--- src/rtl/clock_set_ctrl.sv ---
// clock_set_ctrl: time-set controller for the hh:mm:ss clock
//   Gates the 1 Hz count enable, sequences RUN/SET_HH/SET_MM/SET_SS on mode
//   presses, drives increment loads (with auto-repeat) into the time counters,
//   produces a blink phase for the edited field and falls back to RUN after
//   TIMEOUT_S idle seconds.
// Ports:
//   clk_i          system clock
//   rst_n_i        synchronous active-low reset
//   tick_1hz_i     one-cycle 1 Hz pulse
//   btn_mode_i     debounced mode button (level)
//   btn_inc_i      debounced increment button (level)
//   cur_hh_i/mm/ss current counter values
//   run_en_o       seconds-counter enable
//   load_*_o       one-cycle load strobes
//   load_data_o    value for the strobed counter (hh uses [4:0])
//   blink_o        blank phase of the selected field
//   mode_o         0=RUN 1=SET_HH 2=SET_MM 3=SET_SS
module clock_set_ctrl #(
    parameter int HOLD_CYC  = 25_000_000,
    parameter int RPT_CYC   = 5_000_000,
    parameter int BLINK_CYC = 12_500_000,
    parameter int TIMEOUT_S = 30
) (
    input  logic       clk_i,
    input  logic       rst_n_i,
    input  logic       tick_1hz_i,
    input  logic       btn_mode_i,
    input  logic       btn_inc_i,
    input  logic [4:0] cur_hh_i,
    input  logic [5:0] cur_mm_i,
    input  logic [5:0] cur_ss_i,
    output logic       run_en_o,
    output logic       load_hh_o,
    output logic       load_mm_o,
    output logic       load_ss_o,
    output logic [5:0] load_data_o,
    output logic       blink_o,
    output logic [1:0] mode_o
);
    localparam int HMAX = HOLD_CYC > RPT_CYC ? HOLD_CYC : RPT_CYC;
    localparam int HW   = $clog2(HMAX + 1);
    localparam int BW   = $clog2(BLINK_CYC + 1);
    localparam int TW   = $clog2(TIMEOUT_S + 1);

    typedef enum logic [1:0] {RUN = 2'd0, SET_HH = 2'd1, SET_MM = 2'd2, SET_SS = 2'd3} state_e;

    state_e        state_q, state_d;
    logic          mode_prev_q, inc_prev_q;
    logic          armed_q, armed_d;
    logic          rpt_q, rpt_d;
    logic [HW-1:0] hold_q, hold_d;
    logic [BW-1:0] blink_cnt_q, blink_cnt_d;
    logic          blink_q, blink_d;
    logic [TW-1:0] to_q, to_d;
    logic [2:0]    load_q, load_d;
    logic [5:0]    data_q, data_d;
    logic          in_set, mode_press, inc_press, set_press, rpt_fire, timeout, do_load, restart;
    logic [5:0]    sel, sel_max;

    always_comb begin
        in_set      = state_q != RUN;
        mode_press  = btn_mode_i & ~mode_prev_q;
        // mode wins a same-cycle tie, so the inc press is dropped entirely
        inc_press   = btn_inc_i & ~inc_prev_q & ~mode_press;
        set_press   = inc_press & in_set;
        // armed_q means inc has been held continuously since a press in this state;
        // the hold counter is compared against the first-repeat or the steady-repeat period
        rpt_fire    = in_set & armed_q & btn_inc_i & ~mode_press &
                      (hold_q == (rpt_q ? HW'(RPT_CYC) : HW'(HOLD_CYC)));
        timeout     = in_set & tick_1hz_i & ~mode_press & ~inc_press & (to_q == TW'(TIMEOUT_S - 1));
        state_d     = mode_press ? state_e'(state_q + 2'd1) : timeout ? RUN : state_q;
        do_load     = set_press | rpt_fire;
        sel         = state_q == SET_HH ? {1'b0, cur_hh_i} : state_q == SET_MM ? cur_mm_i : cur_ss_i;
        sel_max     = state_q == SET_HH ? 6'd23 : 6'd59;
        load_d      = !do_load ? 3'b000 : state_q == SET_HH ? 3'b100 : state_q == SET_MM ? 3'b010 : 3'b001;
        data_d      = do_load ? (sel == sel_max ? 6'd0 : sel + 6'd1) : data_q;
        armed_d     = set_press | (armed_q & btn_inc_i & ~mode_press & (state_d == state_q));
        hold_d      = (set_press | rpt_fire) ? HW'(1) : armed_d ? hold_q + HW'(1) : '0;
        rpt_d       = armed_d & ~set_press & (rpt_q | rpt_fire);
        to_d        = (~in_set | mode_press | inc_press | timeout) ? '0 : tick_1hz_i ? to_q + TW'(1) : to_q;
        // the field is shown right after any edit or state change, then blinks
        restart     = (state_d != state_q) | do_load | (state_d == RUN);
        blink_cnt_d = (restart | (blink_cnt_q == BW'(BLINK_CYC - 1))) ? '0 : blink_cnt_q + BW'(1);
        blink_d     = restart ? 1'b0 : (blink_cnt_q == BW'(BLINK_CYC - 1)) ? ~blink_q : blink_q;
    end

    always_ff @(posedge clk_i) begin
        if (!rst_n_i) begin
            state_q     <= RUN;
            mode_prev_q <= 1'b0;
            inc_prev_q  <= 1'b0;
            armed_q     <= 1'b0;
            rpt_q       <= 1'b0;
            hold_q      <= '0;
            blink_cnt_q <= '0;
            blink_q     <= 1'b0;
            to_q        <= '0;
            load_q      <= '0;
            data_q      <= '0;
        end else begin
            state_q     <= state_d;
            mode_prev_q <= btn_mode_i;
            inc_prev_q  <= btn_inc_i;
            armed_q     <= armed_d;
            rpt_q       <= rpt_d;
            hold_q      <= hold_d;
            blink_cnt_q <= blink_cnt_d;
            blink_q     <= blink_d;
            to_q        <= to_d;
            load_q      <= load_d;
            data_q      <= data_d;
        end
    end

    assign run_en_o    = tick_1hz_i & rst_n_i & (state_q == RUN);
    assign load_hh_o   = load_q[2];
    assign load_mm_o   = load_q[1];
    assign load_ss_o   = load_q[0];
    assign load_data_o = data_q;
    assign blink_o     = blink_q;
    assign mode_o      = state_q;
endmodule
--- config.mk ---
export PLATFORM = sky130hd
export DESIGN_NAME = clock_set_ctrl
export DESIGN_NICKNAME = d
export VERILOG_FILES = /design/src/rtl/clock_set_ctrl.sv
export SDC_FILE = /design/constraint.sdc
export NUM_CORES = 1
export LEC_CHECK = 0
export ABC_CLOCK_PERIOD_IN_PS = 2600
export CORE_UTILIZATION = 56
export CTS_CLUSTER_DIAMETER = 40
export DETAILED_ROUTE_END_ITERATION = 16
export PLACE_DENSITY = 0.79
export SLEW_MARGIN = 40
export SYNTH_ARGS = -nofsm -noshare
export SYNTH_HDL_FRONTEND = slang
export SYNTH_SLANG_ARGS = --single-unit
--- constraint.sdc ---
create_clock -name clk_i -period 2.6 [get_ports clk_i]
set_clock_uncertainty 0.05 [all_clocks]
set_input_delay 0.52 -clock clk_i [delete_from_list [all_inputs] [get_ports clk_i]]
set_output_delay 0.52 -clock clk_i [all_outputs]
set_load 0.01 [all_outputs]
Word-level counts from Yosys, hierarchy flattened

Index checks and enable logic that the tools add are counted.
W data, S select, Z words.

Muxes and demuxes: 11
Eq/ne operators: 8
Bitwise logic cells: 38
Reductions and logical operators: 9
$add $sub $neg: 5

Operators with widths:

| operator                | number |
|---|---|
| $add A25 B1 Y25 const B | 1 |
| $eq A25 B25 Y1          | 1 |
| $mux W25                | 1 |
| $add A24 B1 Y24 const B | 1 |
| $eq A24 B24 Y1 const B  | 1 |
| $mux W6                 | 4 |
| $and A1 B1 Y1           | 19 |
| $not A1 Y1              | 10 |
| $or A1 B1 Y1            | 9 |
| $add A6 B1 Y6 const B   | 1 |
| $eq A6 B6 Y1            | 1 |
| $mux W2                 | 3 |
| $reduce_or A2 Y1        | 3 |
| $reduce_or A3 Y1        | 2 |
| $add A5 B1 Y5 const B   | 1 |
| $eq A5 B5 Y1 const B    | 1 |
| $logic_not A2 Y1        | 2 |
| $mux W3                 | 1 |
| $add A2 B1 Y2 const B   | 1 |
| $eq A2 B1 Y1 const B    | 1 |
| $eq A2 B2 Y1            | 1 |
| $eq A2 B2 Y1 const B    | 1 |
| $mux W1                 | 2 |
| $ne A2 B2 Y1            | 1 |
| 2 further kinds         | 2 |

Output and inout bits: 13
Bits in registers: 70
Word-level logic and storage cells: 84
Bits of input ports: 22

Depth between registers and ports, before layout

Depth after elaboration: 14
Gate-level depth with buffers: 12

Worst setup path after synthesis

Ideal clock, no wire load.

Kind: reg-to-reg
Start point: reg state_q[0] (netlist: mode_o[0])
End point: reg blink_cnt_q[16]
Setup slack: 280 ps
Data arrival time: 2156 ps
Cell stages (with the launch flop): 10
Required time: 2435 ps
Clock period less this slack: 2320 ps
Path through: dfxtp_1 inv_1 ha_1 nand2b_1 or4_4 o211ai_4 or2_1 buf_4 buf_6 nor2_1

Word-level cells in the longest chain between the ends: 12

RTL lines:

| what                                | line | RTL |
|---|---|---|
| start, declared                     | 47   | `state_e state_q, state_d;` |
| start signal, assigned              | 101  | `state_q <= state_d;` |
| $reduce_bool A2 Y1                  | 61   | `in_set = state_q != RUN;` |
| $and A1 B1 Y1 (4 in series)         | 70   | `timeout = in_set & tick_1hz_i & ~mode_press & ~inc_press & (to_q == TW'(TIMEOUT_S - 1));` |
| $mux W2 (2 in series)               | 71   | `state_d = mode_press ? state_e'(state_q + 2'd1) : timeout ? RUN : state_q;` |
| $ne A2 B2 Y1                        | 82   | `restart = (state_d != state_q) \| do_load \| (state_d == RUN);` |
| $or A1 B1 Y1                        | 82   |  |
| $or A1 B1 Y1 *                      | 82   |  |
| $or A1 B1 Y1 *                      | 83   | `blink_cnt_d = (restart \| (blink_cnt_q == BW'(BLINK_CYC - 1))) ? '0 : blink_cnt_q + BW'(1);` |
| $reduce_or A2 Y1 (no source line) * | -    |  |
| end signal, assigned                | 107  | `blink_cnt_q <= blink_cnt_d;` |
| end, declared                       | 52   | `logic [BW-1:0] blink_cnt_q, blink_cnt_d;` |

Mark *: on every way between the ends. The rest lies on a longest branch, timed or not.
A chain may end at the register's enable or synchronous reset.

Worst setup path after layout

Start point: in rst_n_i
End point: out run_en_o

Word-level cells in the longest chain between the ends: 2

RTL lines:

| what                        | line | RTL |
|---|---|---|
| start, declared             | 25   | `input logic rst_n_i,` |
| $and A1 B1 Y1 (2 in series) | 115  | `assign run_en_o = tick_1hz_i & rst_n_i & (state_q == RUN);` |
| end, declared               | 32   | `output logic run_en_o,` |

Every way passes these cells.

==> results.md <==
• Die X: 79.6 um
• cells after synthesis: 388
• power per unit of standard cell area: 513 mW/mm^2
• fillcell total: 430
• setup repair after global routing missed its margin: false
• routed wire length per instance: 12.8 um
• kind of end point of the critical path: output pin
• insertion delay to the later sink of the worst-skew pair: 0.34 ns
• proportion of layout cells with a drive suffix above 1: 8.43%
• Setup Viol. Count Final: 0
• number of different library cells in the post-synthesis netlist: 48
• post-route cell area: 0.00404 mm^2
• wire length on met2: 3220 um
• result of the run: finished clean
• GRT Residual Overflow: 0
• initial antenna violation count: 0
• start-to-end type of the worst setup path: input port to output pin
• PostCTS Resize Cnt: 0
• setup slack on the worst flop-to-flop path: 0.26 ns
• Min Clock Period, post-route: 2.35 ns
• worst hold path type: flop to flop
• Rows: 27
• sum of routed wire length over all layers: 6550 um
• Starting DRT DRC Count: 100
• portion of the clock cycle consumed by the worst path in the final layout: 90.3%
• first-pass GRT wire length: 11300 um
• num ports: 35
• startpoint kind of the worst setup timing path: input port
• number of clock buffers inserted by TritonCTS: 9
• post-CTS setup buffers: 0
• worst hold margin: 0.417 ns
• CTS tree: built
• post-synthesis instance area: 0.00337 mm^2
• area added between synthesis and finish: 19.7%
• first-pass detailed-route iteration total: 5
• Post-Place Cell Area: 0.00386 mm^2
• effective utilization at floorplan: 59.8%
• antenna cell count: 0
• number of design rule violations left after detail routing: 0
• Total Routing Usage GR: 22.8%
• Synth Warn #: 0
• total core area: 0.00564 mm^2
• via total after detailed routing: 2719
• met3 wire length: 202 um
• total negative setup slack: 0 ns
• DP HPWL: 4770 um
• VDD IR max: 454 uV
• maximum number of pins on one net before global-route repair: 19
• static leakage: 1.37 nW
• clock-pin slew of the registers on the worst-case setup and hold paths: 0.08 ns
• # clock sinks: 70
• number of storage elements in the synthesis netlist: 70
• maxcap violations: 0
• nets@finish: 465
• final hold viol count: 0
• vias per cell: 5.32
• number of buffers added on ports: 34
• leading register cell type out of synthesis: dfxtp_1
• routed length on met1: 3040 um
• vias in the first global route: 2646
• last weighted congestion value of the routability-driven placer: 0.785
• data required time of the worst path: 2.03 ns
• highest metal layer used by the detailed router: met4
• share of flip-flops with an asynchronous set or reset after synthesis: 0%
• mean instance size in the synthesized netlist: 8.69 um^2
• hold-fix buffers at CTS: 0
• Fmax achieved: 426 MHz
• worst slew margin relative to its limit: 65.3%
• data arrival time of the critical path: 1.78 ns
• maximum clock path buffer count: 2
• Die Y: 79.6 um
• H-tree depth reported by CTS: 3
• post-synthesis sequential area ratio: 41.5%
• Die Area: 0.00634 mm^2
• post-detailed-route count of antenna-violating nets: 0
• number of nets produced by synthesis: 419
• cell at the root of the clock tree: clkbuf_8
• number of enable-type register cells in the synthesized netlist: 0
• slew at the pin closest to its max-slew limit: 0.516 ns
• final count of pins violating max slew: 0
• peak fanout along the critical path: 4
final cells by class:
class / instances / area, um^2 / area share [%]
clock buffer: 9 / 124 / 3.07
clock inverter: 7 / 55.1 / 1.36
inverter: 13 / 48.8 / 1.21
multi-input combinational: 294 / 1860 / 46.1
sequential: 70 / 1400 / 34.7
tap: 72 / 90.1 / 2.23
timing repair buffer: 46 / 455 / 11.3
cells in the mapped netlist (all sizes together) (5+ instances only):
cell / count / share of area [%]
buf: 6 / 1.2
mux2i: 6 / 1.8
nand3: 21 / 3.1
o21ai: 6 / 0.89
ha: 9 / 3.3
xor2: 37 / 9.6
nor2: 74 / 8.2
nand2: 33 / 3.7
xnor2: 17 / 4.4
clkbuf: 5 / 0.56
nor2b: 7 / 1.3
inv: 13 / 1.4
and3: 8 / 1.5
nor4: 5 / 0.93
nand4: 13 / 2.4
nor3: 8 / 1.3
dfxtp: 70 / 42
metal layers:
metal / vias to the layer above / track usage [%]
met5: - / 0
met2: 39 / 39.5
met3: 9 / 5.37
met4: 0 / 9.09
li1: 1403 / -
met1: 1268 / 26.9
final timing paths:
check / start / to / cells after the start
worst max-delay path: rst_n_i / run_en_o / 3
worst min-delay path: load_data_o[3] / load_data_o[3] / 2
worst max register to register: mode_o[0] / load_data_o[5] / 9
worst min register to register: load_data_o[3] / load_data_o[3] / 2
worst max-delay path: stages:
cell and delay, ns:
clkdlybuf4s50_1 0.55, and3_1 0.18, clkdlybuf4s50_1 0.53
cell families (layout without fill, tap and decap cells):
logic type | Yosys count | in the layout | synth area share, %
compound gates | 22 | 22 | 4.97
xor+xnor | 54 | 54 | 14.0
fa+ha+maj | 9 | 9 | 3.34
buf+inv | 24 | 75 | 3.23
flops | 70 | 70 | 41.5
mux | 10 | 10 | 3.12
simple gates | 199 | 199 | 29.8
sequential cells by signal, indices dropped and copies added, names as in the netlist:
name         count
armed_q          1
blink_cnt_q     24
blink_o          1
hold_q          25
inc_prev_q       1
load_data_o      6
load_q           3
mode_o           2
mode_prev_q      1
rpt_q            1
to_q             5
metrics by stage:
step           util, %  setup slack [ns]  power (mW)  instances
4_1_cts           71.6             0.235        2.09        511
3_3_place_gp      68.4            0.0847        1.29        495
3_5_place_dp      68.4            0.0254        1.29        495
6_report          71.6             0.251        2.07        511
2_1_floorplan        -             0.280        1.21        388
5_1_grt           71.6            0.0649        2.16        511
report_power, final:
group / leakage, nW / total, mW / switching [mW] / internal [mW]
sequential: 0.565 / 1.09 / 0.00847 / 1.08
combinational: 0.715 / 0.180 / 0.0823 / 0.0979
clock: 0.0923 / 0.802 / 0.443 / 0.359
cells in the final DEF, fill, tap and decap left out, types with 5 or more instances in the layout:
cell	synthesis	layout
buf_4	2	10
nand2_1	33	33
nand4_1	13	13
o21ai_0	5	5
clkdlybuf4s50_1	0	34
nor2_1	74	74
nor4_1	5	5
and3_1	8	8
nor3_1	7	7
dfxtp_1	70	70
mux2i_1	6	6
ha_1	9	9
xnor2_1	17	17
nor2b_1	7	7
xor2_1	37	37
clkbuf_8	0	9
inv_1	13	13
nand3_1	21	21
(Power assumes the default switching activity.)
==> edit 1, RTL diff (same settings) <==
Register the outputs `run_en_o`, `load_hh_o`, `load_mm_o` and `load_ss_o`, with the module's reset; this adds one clock of latency there. The other outputs are not delayed to match.
--- a/src/rtl/clock_set_ctrl.sv
+++ b/src/rtl/clock_set_ctrl.sv
@@ -112,10 +112,19 @@
         end
     end
 
-    assign run_en_o    = tick_1hz_i & rst_n_i & (state_q == RUN);
-    assign load_hh_o   = load_q[2];
-    assign load_mm_o   = load_q[1];
-    assign load_ss_o   = load_q[0];
+    always_ff @(posedge clk_i) begin
+        if (!rst_n_i) begin
+            run_en_o  <= '0;
+            load_hh_o <= '0;
+            load_mm_o <= '0;
+            load_ss_o <= '0;
+        end else begin
+            run_en_o  <= tick_1hz_i & rst_n_i & (state_q == RUN);
+            load_hh_o <= load_q[2];
+            load_mm_o <= load_q[1];
+            load_ss_o <= load_q[0];
+        end
+    end
     assign load_data_o = data_q;
     assign blink_o     = blink_q;
     assign mode_o      = state_q;
Function: changed (Yosys sat finds a counterexample within 4 cycles, from zero or initial values and one cycle with rst_n_i low).
==> edit 1 against the original RTL <==
Synthesized area rose by 2.9%; sequential share of layout area rose by 0.83 points; power rose by 7.9%; sequential cell count rose by 4; design area rose by 3.3%; setup slack got worse by 24 ps; wire length rose by 0.32%; critical path type is now reg -> reg; largest power group unchanged.
==> edit 1: results (changes against the original RTL) <==
| Metric | Value |
|---|---|
| Leakage | `1.42 nW (was 1.37 nW)` |
| CTS clk-pin slew, worst paths | `80 ps (about the same)` |
| Synth area leaders | `dfxtp_1, xor2_1, nor2_1 (unchanged)` |
| Vias in the first global route | `2667 (was 2646)` |
| Crit Reg-Reg Endpoint | `load_data_o[5] (unchanged)` |
| CP max stage cell | `a211oi_1 (was clkdlybuf4s50_1)` |
| Post-synth top cells | `dfxtp_1, nor2_1, xor2_1 (was nor2_1, dfxtp_1, xor2_1)` |
| Power Internal | `1.71 mW (was 1.54 mW)` |
| Crit path largest cell delay | `410 ps (was 550 ps)` |
| Syn_nets | `426 (was 419)` |
| Dpl cell area | `0.00396 mm^2 (was 0.00386 mm^2)` |
| Max VDD drop | `0.348 mV (was 0.454 mV)` |
| Post-Route WL | `6.57 mm (was 6.55 mm)` |
| Outcome | `completed (unchanged)` |
| Initial antenna violation count | `0 (unchanged)` |
| 1st-iter DRT viols | `93 (was 100)` |
| Post-synthesis compound-gate area fraction | `0.0483 (was 0.0497)` |
| CTS Buf Count | `9 (unchanged)` |
| Worst skew pair latency | `350 ps` |
| CP arrival | `2590 ps (was 1780 ps)` |
| Placed cell count | `505 (was 495)` |
| Crit Path Max Fanout | `6 (was 4)` |
| Share of layout cells above drive strength 1 | `0.0852 (was 0.0843)` |
| Yosys warning total | `0 (unchanged)` |
| Seq/Total Area, Yosys | `0.427 (was 0.415)` |
| Worst Hold Path EP | `load_hh_o (was load_data_o[3])` |
| Post-synthesis adder-cell area fraction | `0.0324 (was 0.0334)` |
| HPWL Detailed | `4.83 mm (was 4.77 mm)` |
| Setup slack, reg-to-reg | `230 ps (was 260 ps)` |
| First-pass GRT wire length | `11.2 mm (was 11.3 mm)` |
| Vias | `2766 (was 2719)` |
| Hold path cells | `1 (was 2)` |
| XOR/XNOR share of the synthesized area | `0.136 (was 0.140)` |
| Crit path launch | `mode_o[0] (was rst_n_i)` |
| Synth unique cells | `48 (unchanged)` |
| Post-synthesis mux area share | `0.0303 (was 0.0312)` |
| Hold path startpoint | `load_q[2] (was load_data_o[3])` |
| IO Port Bufs | `34 (unchanged)` |
| FF-to-FF path depth | `11 (was 9)` |
| NumNets Final | `472 (was 465)` |
| Slew HR | `0.662 (was 0.653)` |
| Clk root buf | `clkbuf_8 (unchanged)` |
| Largest net degree at the start of global routing | `22 (was 19)` |
| Async set-or-reset flop fraction in the synthesized netlist | `0 (unchanged)` |
| Drt first pass iters | `4 (was 5)` |
| Mapped Cells | `395 (was 388)` |
| Final RePlAce weighted congestion | `0.820 (was 0.785)` |
| Overall Global Routing Usage | `0.222 (was 0.228)` |
| Predominant post-synthesis flop cell | `dfxtp_1 (unchanged)` |
| DR vias/cell | `5.31 (was 5.32)` |
## edit 1: critical path, delay by kind of cell (launching register included)
family | cells | cell delay (ps)
buf+inv | 1 | 100
flops | 1 | 370
compound gates | 3 | 690
fa+ha+maj | 2 | 520
simple gates | 5 | 560
## edit 1: routing by layer
metal  GRT usage  routed length [um]  up-vias
met5           0                   0        -
met4      0.0911                  85        0
met3      0.0438                 158        9
met2       0.391                3220       29
met1       0.264                3100     1302
li1            -                   -     1426
## edit 1: metrics by stage
stage | setup WS [ps] | hold WS (ps) | util
6_report | 227 | 377 | 0.700
5_1_grt | 61.3 | 388 | 0.700
4_1_cts | 238 | 383 | 0.699
3_5_place_dp | 61.9 | 371 | 0.665
3_3_place_gp | 112 | 364 | 0.665
2_1_floorplan | 280 | 362 | -
## edit 1: how the worst max path moves through the flow
stage / endpoint / slack [ps] / cells past startpoint
after floorplan: blink_cnt_q[16] / 280 / 9
after global placement: load_data_o[2] / 110 / 8
after detailed placement: load_data_o[1] / 60 / 8
after CTS: load_data_o[5] / 240 / 11
after global routing: load_data_o[5] / 60 / 11
final: load_data_o[5] / 230 / 11
## edit 1: kinds of logic (layout without fill, tap and decap cells)
logic type | Yosys count | in the layout
simple gates | 202 | 202
xor+xnor | 54 | 54
flops | 74 | 74
buf+inv | 24 | 75
fa+ha+maj | 9 | 9
compound gates | 22 | 22
mux | 10 | 10
## edit 1: repair_timing
| item | 4_1_cts | 5_1_grt |
|---|---|---|
| gates resized for setup | 0 | 1 |
| buffers inserted | 0 | 0 |
| setup endpoints to repair | 0 | 1 |
## edit 1: area by class of cell
class                   instances  area (um^2)
clock buffers                  10          138
clock inverters                 6         65.1
fillers                       459         1790
inverters                      13         48.8
multi-input cells             297         1890
flip-flops and latches         74         1480
well taps                      75         93.8
repair buffers                 46          455
## edit 1: power by group through the flow
stage	sequential (mW)	combinational, mW	clock, mW
after global placement	1.18	0.178	0
after CTS	1.15	0.182	0.911
after global routing	1.15	0.202	0.966
after detailed placement	1.18	0.180	0
final	1.15	0.182	0.901
after floorplan	1.18	0.0972	0
==> edit 2, RTL diff (same flow settings) <==
Made on the original files. Set the parameter `RPT_CYC` to 10_000_000 (it was 5_000_000).
--- a/src/rtl/clock_set_ctrl.sv
+++ b/src/rtl/clock_set_ctrl.sv
@@ -17,7 +17,7 @@
 //   mode_o         0=RUN 1=SET_HH 2=SET_MM 3=SET_SS
 module clock_set_ctrl #(
     parameter int HOLD_CYC  = 25_000_000,
-    parameter int RPT_CYC   = 5_000_000,
+    parameter int RPT_CYC   = 10_000_000,
     parameter int BLINK_CYC = 12_500_000,
     parameter int TIMEOUT_S = 30
 ) (
Check against the original RTL: no difference found for any inputs over 10 cycles, from zero or initial values and one cycle with rst_n_i low; that may be too few to reach the edited logic, so the function may still have changed.
==> edit 2 against the original RTL <==
Sequential power barely moved; design area is 1.9% higher; synthesized cell count decreased by 1.8%; largest power group unchanged; sequential cell count did not move; setup slack lost 42 ps; synthesized area increased by 0.33%; hold slack gained 0.91 ps; wire length grew 5.5%; combinational power rose by 3%; power is 13% higher; non-clock buffer count rose by 3.
==> edit 2: results (changes against the original RTL) <==
| Metric | Value |
|---|---|
| Outcome | `completed (unchanged)` |
| Pre-CTS WS | `-38.7 ps (was 25.4 ps)` |
| Share of layout cells above drive strength 1 | `0.106 (was 0.0843)` |
| DR WL/cell | `13.6 um (was 12.8 um)` |
| Drt first pass iters | `4 (was 5)` |
| Max VDD drop | `0.365 mV (was 0.454 mV)` |
| Setup slack, reg-to-reg | `210 ps (was 260 ps)` |
| Seq/Total Area, Yosys | `0.414 (was 0.415)` |
| Mean Syn Cell Area | `8.88 um^2 (was 8.69 um^2)` |
| Largest net degree at the start of global routing | `25 (was 19)` |
| Predominant post-synthesis flop cell | `dfxtp_1 (unchanged)` |
| Synth unique cells | `50 (was 48)` |
| Resize count post-CTS | `0 (unchanged)` |
| DR vias/cell | `5.36 (was 5.32)` |
| Crit path largest cell delay | `580 ps (was 550 ps)` |
| Power Internal | `1.84 mW (was 1.54 mW)` |
| Crit Reg-Reg Endpoint | `load_data_o[0] (was load_data_o[5])` |
| Dpl cell area | `0.00387 mm^2 (was 0.00386 mm^2)` |
| 1st-iter DRT viols | `236 (was 100)` |
| Crit Path Max Fanout | `7 (was 4)` |
| Synth area leaders | `dfxtp_1, nor2_1, xnor2_1 (was dfxtp_1, xor2_1, nor2_1)` |
| Setup repair bufs after CTS | `0 (unchanged)` |
| Max Clock Freq | `418 MHz (was 426 MHz)` |
| Syn_nets | `412 (was 419)` |
| Worst-Margin Slew | `527 ps (was 516 ps)` |
| Overall Global Routing Usage | `0.240 (was 0.228)` |
| HPWL Detailed | `5.00 mm (was 4.77 mm)` |
| Post-Route WL | `6.90 mm (was 6.55 mm)` |
| First-pass GRT wire length | `11.9 mm (was 11.3 mm)` |
| Vias in the first global route | `2697 (was 2646)` |
| Final RePlAce weighted congestion | `0.802 (was 0.785)` |
| Post-synth top cells | `nor2_1, dfxtp_1, xnor2_1 (was nor2_1, dfxtp_1, xor2_1)` |
| NumNets Final | `462 (was 465)` |
| Worst r2r src | `mode_o[1] (was mode_o[0])` |
| CP arrival | `1820 ps (was 1780 ps)` |
## edit 2: layer usage
layer  routed length, um  up-vias  part of all wire  global-route usage
met5                   0        -                 0                   0
met4                  55        0            0.0080               0.118
met3                 327        8             0.047              0.0480
met2                3510       61              0.51               0.415
met1                3010     1260              0.44               0.282
li1                    -     1395                 -                   -
## edit 2: cells by family after synthesis
group | Yosys count | synth area share
simple gates | 189 | 0.286
flops | 70 | 0.414
xor+xnor | 54 | 0.140
compound gates | 27 | 0.0691
buf+inv | 26 | 0.0396
fa+ha+maj | 9 | 0.0333
mux | 6 | 0.0185
## edit 2: critical path: cells and delay by family
kind	cells	cell delay [ps]
buffers and inverters	2	1110
and+or+nand+nor	1	190
## edit 2: layout make-up
class | instances | area [um^2]
flip-flops and latches | 70 | 1400
fillers | 436 | 1560
clock inverters | 6 | 109
multi-input cells | 285 | 1850
clock buffers | 10 | 138
inverters | 16 | 60.1
well taps | 72 | 90.1
repair buffers | 49 | 465
## edit 2: how the worst min path moves through the flow
stage / from / endpoint / slack (ps) / cells past startpoint
2_1_floorplan: blink_cnt_q[0] / blink_cnt_q[0] / 380 / 1
6_report: blink_cnt_q[0] / blink_cnt_q[0] / 420 / 1
5_1_grt: blink_cnt_q[0] / blink_cnt_q[0] / 440 / 1
3_5_place_dp: blink_cnt_q[0] / blink_cnt_q[0] / 400 / 1
3_3_place_gp: blink_cnt_q[0] / blink_cnt_q[0] / 390 / 1
4_1_cts: blink_cnt_q[0] / blink_cnt_q[0] / 420 / 1
## edit 2: power by group through the flow
stage	clock network, mW	logic [mW]	registers (mW)
6_report	1.06	0.186	1.09
5_1_grt	1.13	0.201	1.09
4_1_cts	1.08	0.186	1.09
3_5_place_dp	0	0.184	1.11
3_3_place_gp	0	0.179	1.11
2_1_floorplan	0	0.0968	1.12
